<file path="src/rtl/cpu_pkg.sv">
// Shared definitions for the 12-bit instruction interface between fetch and control.
// Holds the instruction width, the opcode bit encoding and the fetch state enum.
package cpu_pkg;

    localparam int   IW      = 12;
    localparam int   OPC_BIT = 0;
    localparam logic OPC_ADD = 1'b0;
    localparam logic OPC_SUB = 1'b1;

    typedef enum logic {
        IDLE = 1'b0,
        RUN  = 1'b1
    } fetch_state_t;

endpackage

</file>
<file path="src/rtl/instr_mem.sv">
// Program store: DEPTH x IW register array, one synchronous write port, one async read port.
// Contents are deliberately not reset so a loaded program survives a reset.
module instr_mem #(
    parameter int DEPTH = 16,
    parameter int AW    = $clog2(DEPTH),
    parameter int IW    = cpu_pkg::IW
) (
    input  logic          clk,
    input  logic          we,
    input  logic [AW-1:0] waddr,
    input  logic [IW-1:0] wdata,
    input  logic [AW-1:0] raddr,
    output logic [IW-1:0] rdata
);

    logic [IW-1:0] mem [DEPTH];

    always_ff @(posedge clk) begin
        if (we) begin
            mem[waddr] <= wdata;
        end
    end

    assign rdata = mem[raddr];

endmodule

</file>
<file path="src/rtl/instr_fetch.sv">
// Instruction fetch/issue unit: issues a loaded program over a valid/ready handshake.
//
//   state | meaning
//   ------+-------------------------------------------------------------
//   IDLE  | program may be loaded; start latches length and issues mem[0]
//   RUN   | instr_valid held; pc advances on each accepted instruction
module instr_fetch #(
    parameter int DEPTH = 16,
    parameter int AW    = $clog2(DEPTH),
    parameter int IW    = cpu_pkg::IW
) (
    input  logic          clk,
    input  logic          rst,
    input  logic          load_we,
    input  logic [AW-1:0] load_addr,
    input  logic [IW-1:0] load_data,
    input  logic [AW:0]   prog_len,
    input  logic          start,
    output logic [IW-1:0] instr,
    output logic          instr_valid,
    input  logic          instr_ready,
    output logic [AW-1:0] pc,
    output logic          busy,
    output logic          done
);

    import cpu_pkg::*;

    localparam logic [AW:0] DEPTH_V = (AW+1)'(DEPTH);

    fetch_state_t  state;
    logic [AW:0]   last_pc;
    logic [AW:0]   len_clamped;
    logic [AW:0]   len_m1;
    logic          at_last;
    logic          xfer;
    logic          mem_we;
    logic [AW-1:0] rd_addr;
    logic [IW-1:0] rd_data;

    assign len_clamped = (prog_len > DEPTH_V) ? DEPTH_V : prog_len;
    assign len_m1      = len_clamped - (AW+1)'(1);
    assign at_last     = ({1'b0, pc} == last_pc);
    assign xfer        = instr_valid & instr_ready;

    // start wins over a coincident write; reset cycles never write
    assign mem_we = load_we & ~start & ~rst & (state == IDLE);

    // pc+1 is only formed while there is a further instruction to fetch
    assign rd_addr = (state == RUN && !at_last) ? pc + AW'(1) : '0;

    instr_mem #(
        .DEPTH (DEPTH),
        .AW    (AW),
        .IW    (IW)
    ) u_mem (
        .clk   (clk),
        .we    (mem_we),
        .waddr (load_addr),
        .wdata (load_data),
        .raddr (rd_addr),
        .rdata (rd_data)
    );

    always_ff @(posedge clk) begin
        if (rst) begin
            state       <= IDLE;
            pc          <= '0;
            instr       <= '0;
            instr_valid <= 1'b0;
            busy        <= 1'b0;
            done        <= 1'b0;
            last_pc     <= '0;
        end else begin
            done <= 1'b0;
            case (state)
                IDLE: begin
                    if (start) begin
                        if (len_clamped == '0) begin
                            done <= 1'b1;
                        end else begin
                            state       <= RUN;
                            busy        <= 1'b1;
                            pc          <= '0;
                            instr       <= rd_data;
                            instr_valid <= 1'b1;
                            last_pc     <= len_m1;
                        end
                    end
                end
                RUN: begin
                    if (xfer) begin
                        if (at_last) begin
                            state       <= IDLE;
                            busy        <= 1'b0;
                            instr_valid <= 1'b0;
                            done        <= 1'b1;
                        end else begin
                            pc    <= pc + AW'(1);
                            instr <= rd_data;
                        end
                    end
                end
                default: begin
                    state       <= IDLE;
                    busy        <= 1'b0;
                    instr_valid <= 1'b0;
                end
            endcase
        end
    end

endmodule

</file>
<file path="config.mk">
export PLATFORM = sky130hd
export DESIGN_NAME = instr_fetch
export DESIGN_NICKNAME = d
export VERILOG_FILES = /design/src/rtl/cpu_pkg.sv /design/src/rtl/instr_mem.sv /design/src/rtl/instr_fetch.sv
export SDC_FILE = /design/constraint.sdc
export NUM_CORES = 1
export LEC_CHECK = 0
export BUFFER_PORTS_ARGS = -buffer_cell sky130_fd_sc_hd__buf_2
export CELL_PAD_IN_SITES_DETAIL_PLACEMENT = 1
export CELL_PAD_IN_SITES_GLOBAL_PLACEMENT = 2
export CORE_ASPECT_RATIO = 2
export CORE_MARGIN = 2
export CORE_UTILIZATION = 44
export DETAILED_ROUTE_END_ITERATION = 10
export GPL_TIMING_DRIVEN = 0
export MAX_ROUTING_LAYER = met4
export PLACE_DENSITY = 0.71
export SYNTH_ARGS = -nofsm -noshare
export SYNTH_HDL_FRONTEND = slang
export SYNTH_HIERARCHICAL = 1
export SYNTH_SLANG_ARGS = --single-unit
</file>
<file path="constraint.sdc">
create_clock -name clk -period 4.7 [get_ports clk]
set_input_delay 0 -clock clk [delete_from_list [all_inputs] [get_ports clk]]
set_output_delay 0 -clock clk [all_outputs]
set_load 0.01 [all_outputs]
</file>
# == Word-level counts from Yosys, hierarchy flattened ==
# Memories as Yosys holds them, arrays and structs flattened.
# Index checks and enable logic that the tools add are counted.
# classes
n_addsub,2
n_lt_le_gt_ge,1
n_eq_ne,6
muxes,29
bitwise,8
n_reduce_logical,6
# ops
op,count
two-way mux 12 bit,4
case mux 12 bit (2 select lines),1
two-way mux 4 bit,5
two-way mux 1 bit,14
case mux 4 bit (2 select lines),1
AND reduction 4 bit,2
inequality test 2 bit (second input constant),3
case mux 1 bit (2 select lines),3
== test 4 x 5 -> 1 bit,1
> comparator 5 bit (second input constant),1
logical NOT 5 bit,1
two-way mux 5 bit,1
subtractor 5 x 1 -> 5 bit (second input constant),1
adder 4 x 1 -> 4 bit (second input constant),1
bitwise AND 1 bit,4
inequality test 2 x 1 -> 1 bit (second input constant),2
inverter 1 bit,4
AND reduction 3 bit,1
logical AND 1 bit,1
logical NOT 1 bit,1
# word_totals
reg_bits,24
ram_bits,192
input_bits,26
elab_cells,59
mem_count,1
# memory_table
memory,words,word_bits,read_ports,rd_ports_with_merged_regs,wr,line,text
u_mem.mem,16,12,1,0,1,instr_mem.sv:16,logic [IW-1:0] mem [DEPTH];

# == Logic depth before layout (Yosys ltp) ==
# Gate-level depths: netlist of run 1.
# An unclocked memory read counts as a cell.
# logic_depth
word_depth,8
ltp_mapped,11

# == Hierarchy ==
# The synthesis of run 1 kept the hierarchy.
# modules_own_cells
mod,instances,cells_each,area_per_inst_um2,seq_area_each_um2
instr_mem,1,317,7359.6,5765.5
instr_fetch,1,124,1138.6,480.5

# == Worst setup path before layout of run 1 ==
# Ideal clock, no wire load.
# synth_path
kind,reg2reg
from,reg state
to,mem u_mem.mem[0][0] (enable)
setup_time_ns,0.396
arrival_ns,2.214
t_required_ns,4.304
setup_slack_ns,2.089
stages_incl_launch_ff,5
n_path_buf,1
synth_period_minus_slack_ns,2.611
cell_sequence,dfxtp_1 -> buf_2 -> nor4b_1 -> or3b_1 -> nor3_1
# synth_via
elab_chain_cells,4
# synth_lines
element,line,text
"start, declared",instr_fetch.sv:31,fetch_state_t state;
"start signal, assigned",instr_fetch.sv:67,state <= IDLE;
"start signal, assigned",instr_fetch.sv:82,state <= RUN;
"start signal, assigned",instr_fetch.sv:94,state <= IDLE;
inverter 1 bit,--,
bitwise AND 1 bit,instr_fetch.sv:47,assign mem_we = load_we & ~start & ~rst & (state == IDLE);
named net mem_we,instr_fetch.sv:37,logic mem_we;
two-way mux 1 bit,instr_mem.sv:19,if (we) begin
two-way mux 1 bit (implied by the code),instr_mem.sv:20,mem[waddr] <= wdata;
"end, declared",instr_mem.sv:16,
# The timed path passes the listed nets, and every way through them passes these cells.

# == Final worst setup path of run 1 ==
# layout_path
from,reg state
to,mem u_mem.mem[3][0] (enable)
# Same word-level chain as after synthesis.

==> results of run 1 <==
==> registers in the layout, summed over array words and instances (netlist names) <==
register / cells
busy: 1
done: 1
instr: 12
last_pc: 5
pc: 4
state: 1
u_mem/mem: 192
==> critical path, stage by stage (launching register included) <==
cell                      delay, ns
sky130_fd_sc_hd__dfxtp_1       0.30
sky130_fd_sc_hd__buf_2         0.16
sky130_fd_sc_hd__nor4b_1       0.93
sky130_fd_sc_hd__or3b_1        0.50
sky130_fd_sc_hd__nor2_1        1.00
==> kinds of logic (layout without fill, tap and decap cells) <==
group,after synthesis,count (layout)
DFF,216,216
and+or+nand+nor,89,89
muxes,63,63
AOI/OAI and AO/OA,42,42
buffers and inverters,22,133
xor gates and xnor gates,7,7
adders and majority gates,2,2
==> layout by cell type (no fill, tap or decap), types with 3 or more instances in the layout <==
cell type,Yosys,routed
sky130_fd_sc_hd__edfxtp_1,192,192
sky130_fd_sc_hd__buf_2,6,49
sky130_fd_sc_hd__nor2_1,38,34
sky130_fd_sc_hd__mux4_2,33,33
sky130_fd_sc_hd__dlygate4sd3_1,0,27
sky130_fd_sc_hd__a22oi_1,26,26
sky130_fd_sc_hd__dfxtp_1,24,24
sky130_fd_sc_hd__clkbuf_16,0,21
sky130_fd_sc_hd__nand2_1,20,20
sky130_fd_sc_hd__mux2i_1,15,15
sky130_fd_sc_hd__mux4_1,15,15
sky130_fd_sc_hd__clkbuf_1,10,13
sky130_fd_sc_hd__xnor2_1,6,6
sky130_fd_sc_hd__buf_6,1,6
sky130_fd_sc_hd__nand2b_1,5,5
sky130_fd_sc_hd__nand3_1,4,4
sky130_fd_sc_hd__nor3_1,8,4
sky130_fd_sc_hd__clkinv_2,0,4
sky130_fd_sc_hd__clkinv_1,0,4
sky130_fd_sc_hd__nor3_2,0,4
sky130_fd_sc_hd__nor2_2,0,4
sky130_fd_sc_hd__buf_12,3,3
sky130_fd_sc_hd__a21oi_1,3,3
sky130_fd_sc_hd__nand3b_1,3,3
sky130_fd_sc_hd__a211oi_1,3,3
sky130_fd_sc_hd__nor2b_1,3,3
==> metal layers <==
metal	track usage	routed length [microns]
met1	0.2242	6817
met2	0.3825	11530
met3	0.02786	817
met4	0.06333	588
met5	-	0
==> Yosys cell counts <==
library cell               count  share of area
sky130_fd_sc_hd__o22ai_1       1        0.00074
sky130_fd_sc_hd__inv_1         1        0.00044
sky130_fd_sc_hd__mux2i_1      15          0.018
sky130_fd_sc_hd__nand2b_1      5         0.0037
sky130_fd_sc_hd__a21oi_1       3         0.0018
sky130_fd_sc_hd__mux4_2       33          0.087
sky130_fd_sc_hd__xnor2_1       6         0.0062
sky130_fd_sc_hd__o21ba_2       1         0.0012
sky130_fd_sc_hd__o21ai_4       1         0.0019
sky130_fd_sc_hd__nor4b_1       1         0.0010
sky130_fd_sc_hd__o21ai_0       2         0.0012
sky130_fd_sc_hd__a21oi_2       1         0.0010
sky130_fd_sc_hd__a211oi_1      3         0.0026
sky130_fd_sc_hd__mux4_1       15          0.046
sky130_fd_sc_hd__a22oi_1      26          0.023
sky130_fd_sc_hd__nand2_1      20         0.0088
sky130_fd_sc_hd__edfxtp_1    192           0.68
sky130_fd_sc_hd__a221oi_1      1         0.0010
sky130_fd_sc_hd__and3_1        2         0.0015
sky130_fd_sc_hd__or3b_4        1         0.0013
sky130_fd_sc_hd__nand3_1       4         0.0024
sky130_fd_sc_hd__nor2b_1       3         0.0022
sky130_fd_sc_hd__and2_1        2         0.0015
sky130_fd_sc_hd__or3b_1        2         0.0021
sky130_fd_sc_hd__nand3b_1      3         0.0026
sky130_fd_sc_hd__dfxtp_1      24          0.057
sky130_fd_sc_hd__xor2_1        1         0.0010
sky130_fd_sc_hd__buf_4         1        0.00088
sky130_fd_sc_hd__a31oi_1       1        0.00074
sky130_fd_sc_hd__clkbuf_1     10         0.0044
sky130_fd_sc_hd__buf_6         1         0.0013
sky130_fd_sc_hd__a311oi_1      1         0.0010
sky130_fd_sc_hd__nor2_1       38          0.017
sky130_fd_sc_hd__buf_2         6         0.0035
sky130_fd_sc_hd__nor3_1        8         0.0047
sky130_fd_sc_hd__buf_12        3         0.0071
sky130_fd_sc_hd__o31ai_1       1        0.00088
sky130_fd_sc_hd__ha_1          2         0.0029
==> final cells by class <==
type                            instances  area share
Timing Repair Buffer                   75     0.05400
Clock buffer                           24     0.05350
Clock inverter                         12     0.01072
Inverter                                1   0.0003741
Sequential cell                       216      0.6225
Buffer                                 21     0.01459
Multi-Input combinational cell        203      0.2125
Tap cell                              255     0.03180
==> power breakdown <==
group	total (mW)	switching, mW	leakage (nW)	internal (mW)
registers	2.12	0.0139	1.92	2.11
clock network	1.60	0.674	0.313	0.924
logic	0.275	0.143	1.11	0.132
total	3.99	0.831	3.34	3.16
==> worst max path at each step <==
stage,from,to,cells after the start
final,state$_SDFF_PP0_,u_mem/mem[3][0]$_DFFE_PP_,4
after global routing,state$_SDFF_PP0_,u_mem/mem[3][3]$_DFFE_PP_,4
after CTS,state$_SDFF_PP0_,u_mem/mem[5][11]$_DFFE_PP_,4
after detailed placement,state$_SDFF_PP0_,u_mem/mem[3][1]$_DFFE_PP_,4
after global placement,state$_SDFF_PP0_,u_mem/mem[0][2]$_DFFE_PP_,4
after floorplan,state$_SDFF_PP0_,u_mem/mem[0][0]$_DFFE_PP_,4
==> what timing repair did <==
action	4_1_cts	5_1_grt
setup buffers	0	0
hold buffers	27	0
endpoints found under the hold margin	204	0
==> impl_metrics.sql, run 1 <==
INSERT INTO impl_metrics (metric_group, metric, value, unit) VALUES
('hold_path', 'min_path_cells', '2', ''),
('timing', 'layout_worst_path_cycle_share', '0.7006', ''),
('timing', 'totalNegativeSetupSlack', '0', 'ns'),
('final_layout', 'nFillCells', '1770', ''),
('final_layout', 'finalNonFillerCells', '807', ''),
('synth', 'synth_cell_type_count', '38', ''),
('final_layout', 'final_layout_size_suffix_gt1_frac', '0.2409', ''),
('final_layout', 'finalInstanceArea', '10030', 'sq um'),
('floorplan', 'num_rows', '71', ''),
('pwr', 'power.ir.vdd_worst', '535.1', 'uV'),
('placed_design', 'place.detailed.hpwl', '13730', 'microns'),
('grt', 'grt_pass1_vias', '4956', ''),
('route', 'drtPass1Iterations', '4', ''),
('pwr', 'leakage_power_summed_over_all_cells', '3.345', 'nW'),
('grt', 'grt_max_degree', '17', ''),
('route', 'final_antenna_net_count', '0', ''),
('floorplan', 'design.portCount', '45', ''),
('placed_design', 'routabilityCongestion', '0.7936', ''),
('final_layout', 'area_growth', '18.07', '%'),
('setup_path', 'cp_data_required_time', '4.79', 'ns'),
('timing', 'timing.max_slew.rel_slack', '0.1233', ''),
('timing', 'setup_ws', '1.407', 'ns'),
('grt', 'total_global_routing_track_utilization', '0.2071', ''),
('grt', 'grt_first_pass_wirelength', '29930', 'microns'),
('synth', 'synth-seq-area-share', '0.7350', ''),
('floorplan', 'die_width', '102.3', 'microns'),
('synth', 'flip_flop_and_latch_count_after_synthesis', '216', ''),
('final_layout', 'diodes', '0', ''),
('placed_design', 'cells_after_dpl', '743', ''),
('timing', 'fmax', '303.7', 'MHz'),
('placed_design', 'detailed_place.area', '9097', 'sq um'),
('setup_path', 'worst_reg2reg_path_endpoint', 'u_mem/mem[3][0]$_DFFE_PP_', ''),
('synth', 'synthCells', '441', ''),
('timing', 'max_slew_vio_count', '0', ''),
('timing', 'fin_hold_ws', '0.02835', 'ns'),
('clocking', 'tritoncts', 'yes', ''),
('final_layout', 'layout.area.seq', '6246', 'sq um'),
('synth', 'synthesis.nets', '469', ''),
('synth', 'main_combinational_cell_family_by_area_after_synthesis', 'multiplexers', ''),
('synth', 'post_synth.cell_area_avg', '19.27', 'sq um'),
('clocking', 'cts.reportedPaths.clkPinSlew', '0.07', 'ns'),
('setup_path', 'cp-end-kind', 'flop', ''),
('timing', 'finalSetupViolCount', '0', ''),
('clocking', 'clk_latency', '0.49', 'ns'),
('clocking', 'clockBufferDepth', '3', ''),
('final_layout', 'finish.utilization', '0.5328', ''),
('route', 'drt-initial-drc-count', '195', ''),
('synth', 'syn_area', '8498', 'sq um'),
('synth', 'synth-compound-area-share', '0.03710', ''),
('setup_path', 'setup.reg_to_reg.worst_slack', '1.41', 'ns'),
('setup_path', 'critical_path_peak_fanout', '12', ''),
('setup_path', 'worst-setup-path-type', 'flop to flop', ''),
('final_layout', 'multi_input_comb_area', '2132', 'sq um'),
('setup_path', 'crit-reg2reg-launch', 'state$_SDFF_PP0_', ''),
('placed_design', 'io_port_bufs', '43', ''),
('hold_path', 'holdCritPathClass', 'input port to flop', ''),
('route', 'drt-wirelength-per-cell', '24.48', 'microns'),
('floorplan', 'starting_density', '0.4512', ''),
('placed_design', 'place_worst_setup_slack', '1.350', 'ns'),
('clocking', 'cts_max_level', '1', ''),
('timing', 'setup_repair_after_global_routing_missed_its_margin', 'no', ''),
('clocking', 'cts-resized-gates', '0', ''),
('status', 'outcome', 'finished, final reports clean', ''),
('floorplan', 'placeableCoreArea', '18830', 'sq um'),
('clocking', 'tritoncts.num_buffers', '20', ''),
('timing', 'final.min_clock_period', '3.293', 'ns'),
('route', 'drc_errors', '0', ''),
('hold_path', 'timing.hold.worst.start', 'load_addr[1]', ''),
('synth', 'yosys.area_share.adder', '0.002945', ''),
('setup_path', 'worst_setup_path_start_kind', 'flop', ''),
('run', 'drv_cap', '0', '');
(Power assumes the default switching activity.)
==> inputs of run 2 (changes only) <==
--- a/config.mk
+++ b/config.mk
@@ -5,12 +5,13 @@
 export SDC_FILE = /design/constraint.sdc
 export NUM_CORES = 1
 export LEC_CHECK = 0
+export ABC_AREA = 1
 export BUFFER_PORTS_ARGS = -buffer_cell sky130_fd_sc_hd__buf_2
 export CELL_PAD_IN_SITES_DETAIL_PLACEMENT = 1
 export CELL_PAD_IN_SITES_GLOBAL_PLACEMENT = 2
 export CORE_ASPECT_RATIO = 2
 export CORE_MARGIN = 2
-export CORE_UTILIZATION = 44
+export CORE_UTILIZATION = 36
 export DETAILED_ROUTE_END_ITERATION = 10
 export GPL_TIMING_DRIVEN = 0
 export MAX_ROUTING_LAYER = met4
==> constraint.sdc (replaced) <==
create_clock -name clk -period 2.88 [get_ports clk]
set_input_delay 0 -clock clk [delete_from_list [all_inputs] [get_ports clk]]
set_output_delay 0 -clock clk [all_outputs]
set_load 0.01 [all_outputs]
==> impl_metrics.sql, run 2 <==
INSERT INTO impl_metrics (metric_group, metric, value, unit) VALUES
('synth', 'syn_area', '9667', 'sq um'),
('setup_path', 'cp-end-kind', 'flop', ''),
('hold_path', 'holdCritPathClass', 'input port to flop', ''),
('setup_path', 'crit_path_buffers_inverters', '2', ''),
('route', 'drc_errors', '0', ''),
('grt', 'grt_max_degree', '17', ''),
('floorplan', 'starting_density', '0.3664', ''),
('route', 'drt-total-wl', '29840', 'microns'),
('final_layout', 'final_layout_size_suffix_gt1_frac', '0.1513', ''),
('synth', 'synth-edff-count', '192', ''),
('grt', 'gr_peak_layer', 'met2', ''),
('setup_path', 'worstSetupEndpoint', 'u_mem/mem[15][1]$_DFFE_PP_', ''),
('setup_path', 'worst_setup_path_start_kind', 'flop', ''),
('setup_path', 'worst_reg2reg_path_endpoint', 'u_mem/mem[15][1]$_DFFE_PP_', ''),
('route', 'routed_via_density', '4.838', ''),
('floorplan', 'die_width', '119.9', 'microns'),
('clocking', 'tritoncts.num_buffers', '21', ''),
('setup_path', 'worstRegToRegCells', '6', ''),
('grt', 'grt_antenna_before_repair', '0', ''),
('pwr', 'leakage_power_summed_over_all_cells', '4.809', 'nW'),
('synth', 'flip_flop_and_latch_count_after_synthesis', '216', ''),
('final_layout', 'layout.nets', '1099', ''),
('setup_path', 'crit-reg2reg-launch', 'state$_SDFF_PP0_', ''),
('synth', 'post_synth.cell_area_avg', '9.864', 'sq um'),
('placed_design', 'place.detailed.hpwl', '21300', 'microns'),
('final_layout', 'diodes', '0', ''),
('route', 'drtPass1Iterations', '4', ''),
('synth', 'ys_warn_count', '6', ''),
('final_layout', 'layout_commonest_cell', 'sky130_fd_sc_hd__nand2_1', ''),
('setup_path', 'worst-setup-path-type', 'flop to flop', ''),
('setup_path', 'crit_start', 'state$_SDFF_PP0_', ''),
('route', 'drt-initial-drc-count', '330', ''),
('synth', 'synth_top_cell_by_area', 'sky130_fd_sc_hd__edfxtp_1', ''),
('synth', 'synth_cell_type_count', '31', ''),
('timing', 'least_margin_pin_slew', '1.321', 'ns'),
('floorplan', 'die-area', '28260', 'sq um'),
('run', 'drv_cap', '0', ''),
('grt', 'total_global_routing_track_utilization', '0.2242', ''),
('placed_design', 'detailed_place.area', '10320', 'sq um'),
('timing', 'finalSetupViolCount', '0', ''),
('grt', 'groute.layer.met2.usage', '0.4251', ''),
('clocking', 'cts_max_level', '1', ''),
('setup_path', 'cp_data_required_time', '2.99', 'ns'),
('route', 'route.vias.total', '6909', ''),
('synth', 'synth.most_common_cell', 'sky130_fd_sc_hd__nand2_1', ''),
('synth', 'synth-seq-area-share', '0.6461', ''),
('floorplan', 'fp.dieH', '235.7', 'microns'),
('timing', 'setup_ws', '0.02888', 'ns'),
('clocking', 'clock_sinks', '216', ''),
('grt', 'grt_first_pass_wirelength', '44840', 'microns'),
('pwr', 'power_density', '651.2', 'nW/um^2'),
('timing', 'fmax', '350.7', 'MHz'),
('pwr', 'power.ir.vdd_worst', '484.3', 'uV'),
('clocking', 'postCtsSetupRepairBufs', '0', ''),
('timing', 'setup_repair_after_global_routing_missed_its_margin', 'yes', ''),
('grt', 'grt.met1_usage', '0.2245', ''),
('status', 'outcome', 'finished, final reports clean', ''),
('placed_design', 'place_worst_setup_slack', '-0.5744', 'ns'),
('floorplan', 'num_rows', '84', ''),
('setup_path', 'path_depth', '6', ''),
('setup_path', 'setup.reg_to_reg.worst_slack', '0.03', 'ns'),
('timing', 'timing.max_slew.rel_slack', '0.1163', ''),
('synth', 'ys_async_sr_fraction', '0', ''),
('placed_design', 'io_port_bufs', '43', ''),
('synth', 'main_area_contributors_after_synthesis', 'sky130_fd_sc_hd__edfxtp_1 60%, sky130_fd_sc_hd__nand2_1 11%, sky130_fd_sc_hd__nand3_1 8.6%', ''),
('synth', 'synthesis.nets', '1008', ''),
('final_layout', 'reg.largest.list', 'u_mem/mem x192, instr x12, last_pc x5', ''),
('final_layout', 'largest_register_ff_count', '192', ''),
('final_layout', 'finalInstanceArea', '11280', 'sq um'),
('synth', 'netlist.area_leader.share', '0.5964', ''),
('clocking', 'tritoncts', 'yes', ''),
('timing', 'final_hold_viols', '0', ''),
('timing', 'final.setup_skew', '0.009463', 'ns'),
('route', 'final_antenna_net_count', '0', ''),
('synth', 'synth.cells.most_frequent', '295 x sky130_fd_sc_hd__nand2_1, 192 x sky130_fd_sc_hd__edfxtp_1, 167 x sky130_fd_sc_hd__inv_1', ''),
('synth', 'synthCells', '980', ''),
('grt', 'grt_pass1_vias', '7442', ''),
('grt', 'grt_overflow', '0', ''),
('final_layout', 'area_growth', '16.71', '%'),
('grt', 'met3_usage', '0.02253', ''),
('timing', 'final.min_clock_period', '2.851', 'ns'),
('floorplan', 'design.portCount', '45', ''),
('placed_design', 'routabilityCongestion', '0.7976', ''),
('setup_path', 'critical_path_peak_fanout', '12', ''),
('timing', 'layout_worst_path_cycle_share', '0.9900', ''),
('floorplan', 'placeableCoreArea', '26380', 'sq um'),
('setup_path', 'worst_path_cell_chain', 'buf_2 -> inv_2 -> nand2_1 -> nor2_1 -> nand3_1 -> nor2_1', ''),
('final_layout', 'layout.cells.most_common_list', '294 x sky130_fd_sc_hd__nand2_1, 192 x sky130_fd_sc_hd__edfxtp_1, 167 x sky130_fd_sc_hd__inv_1', ''),
('placed_design', 'cells_after_dpl', '1368', ''),
('setup_path', 'cp_top_family', 'simple AND/OR/NAND/NOR gates', ''),
('final_layout', 'finalNonFillerCells', '1428', ''),
('clocking', 'clk_latency', '0.51', 'ns'),
('setup_path', 'wp_data_arrival', '2.96', 'ns'),
('setup_path', 'cp_common_cell', 'sky130_fd_sc_hd__nor2_1', ''),
('timing', 'totalNegativeSetupSlack', '0', 'ns'),
('setup_path', 'cp_slowest_cell', 'sky130_fd_sc_hd__nor2_1', ''),
('final_layout', 'regMostFlops', 'u_mem/mem', ''),
('final_layout', 'nFillCells', '2987', ''),
('setup_path', 'cp_slowest_stage_delay', '1.04', 'ns'),
('synth', 'synth_top_flop_cell', 'sky130_fd_sc_hd__edfxtp_1', ''),
('timing', 'max_slew_vio_count', '0', ''),
('clocking', 'cts.reportedPaths.clkPinSlew', '0.07', 'ns'),
('timing', 'fin_hold_ws', '0.02875', 'ns'),
('route', 'drt-wirelength-per-cell', '20.89', 'microns'),
('hold_path', 'min_path_cells', '5', ''),
('clocking', 'clockRootBuffer', 'sky130_fd_sc_hd__clkbuf_16', ''),
('clocking', 'clockBufferDepth', '3', '');
run 2: cell count changes after synthesis, moves of 15 or more:
cell | previous run | this run
sky130_fd_sc_hd__nand2_1 | 20 | 295
sky130_fd_sc_hd__inv_1 | 1 | 167
sky130_fd_sc_hd__nand3_1 | 4 | 166
sky130_fd_sc_hd__mux4_2 | 33 | 0
sky130_fd_sc_hd__a22oi_1 | 26 | 0
sky130_fd_sc_hd__buf_2 | 6 | 22
sky130_fd_sc_hd__mux2i_1 | 15 | 0
sky130_fd_sc_hd__mux4_1 | 15 | 0
sky130_fd_sc_hd__nor2_1 | 38 | 23
run 2: cell families (layout without fill, tap and decap cells):
logic type	count (synthesis)	count (layout)	synth area share
AO/OA/AOI/OAI	33	33	0.02162
flip-flops	216	216	0.6461
XOR/XNOR	3	3	0.002719
adder cells (fa/ha/maj)	2	2	0.002588
buffers and inverters	217	321	0.09539
AND/OR/NAND/NOR	509	509	0.2316
run 2: area by class of cell:
type                       instances  area [sq um]  area share
buffer                            45         292.8     0.02595
clock buffer                      31         586.8     0.05201
clock inverter                     5         76.32    0.006765
inverter                         172         645.6     0.05723
multi-input combinational        547          2529      0.2241
sequential                       216          6259      0.5547
tap                              344         430.4     0.03815
timing repair buffer              68         462.9     0.04103
run 2: worst min-delay path by stage:
stage / from / endpoint
after floorplan: load_data[0] / u_mem/mem[0][0]$_DFFE_PP_
after global placement: prog_len[3] / last_pc[3]$_SDFFE_PP0P_
after detailed placement: prog_len[3] / last_pc[3]$_SDFFE_PP0P_
after CTS: prog_len[2] / last_pc[2]$_SDFFE_PP0P_
after global routing: prog_len[2] / last_pc[2]$_SDFFE_PP0P_
final: prog_len[2] / last_pc[2]$_SDFFE_PP0P_
run 2: layer usage:
layer  wire, microns  vias up
li1                -     3335
met1           10560     3353
met2           16800      147
met3            1006       74
met4            1472        0
met5               0        -
run 2: repair_timing:
| item | 4_1_cts | 5_1_grt |
|---|---|---|
| hold buffers | 24 | 0 |
| hold endpoints to repair | 206 | 0 |
| pin swaps | 0 | 1 |
| endpoints found under the setup margin | 48 | 133 |
| gates resized for setup | 11 | 15 |
run 2: metrics by stage:
step / total power [mW] / utilization
after global routing: 7.646 / 0.4277
after global placement: 4.644 / 0.3909
after CTS: 7.450 / 0.4264
after floorplan: 4.190 / -
after detailed placement: 4.652 / 0.3914
final: 7.347 / 0.4277
run 2: tightest hold or removal path: cells and delay by family:
family / cells / cell delay [ns]
AO/OA/AOI/OAI: 2 / 0.21
AND/OR/NAND/NOR: 1 / 0.08
XOR/XNOR: 1 / 0.06
buffers and inverters: 1 / 0.13
run 2: power by group:
part           internal, mW  leakage (nW)  switching [mW]  total, mW
Sequential             3.45          1.93          0.0310       3.48
Clock                  1.59         0.325            1.16       2.75
Combinational         0.345          2.56           0.770       1.12
Total                  5.39          4.81            1.96       7.35
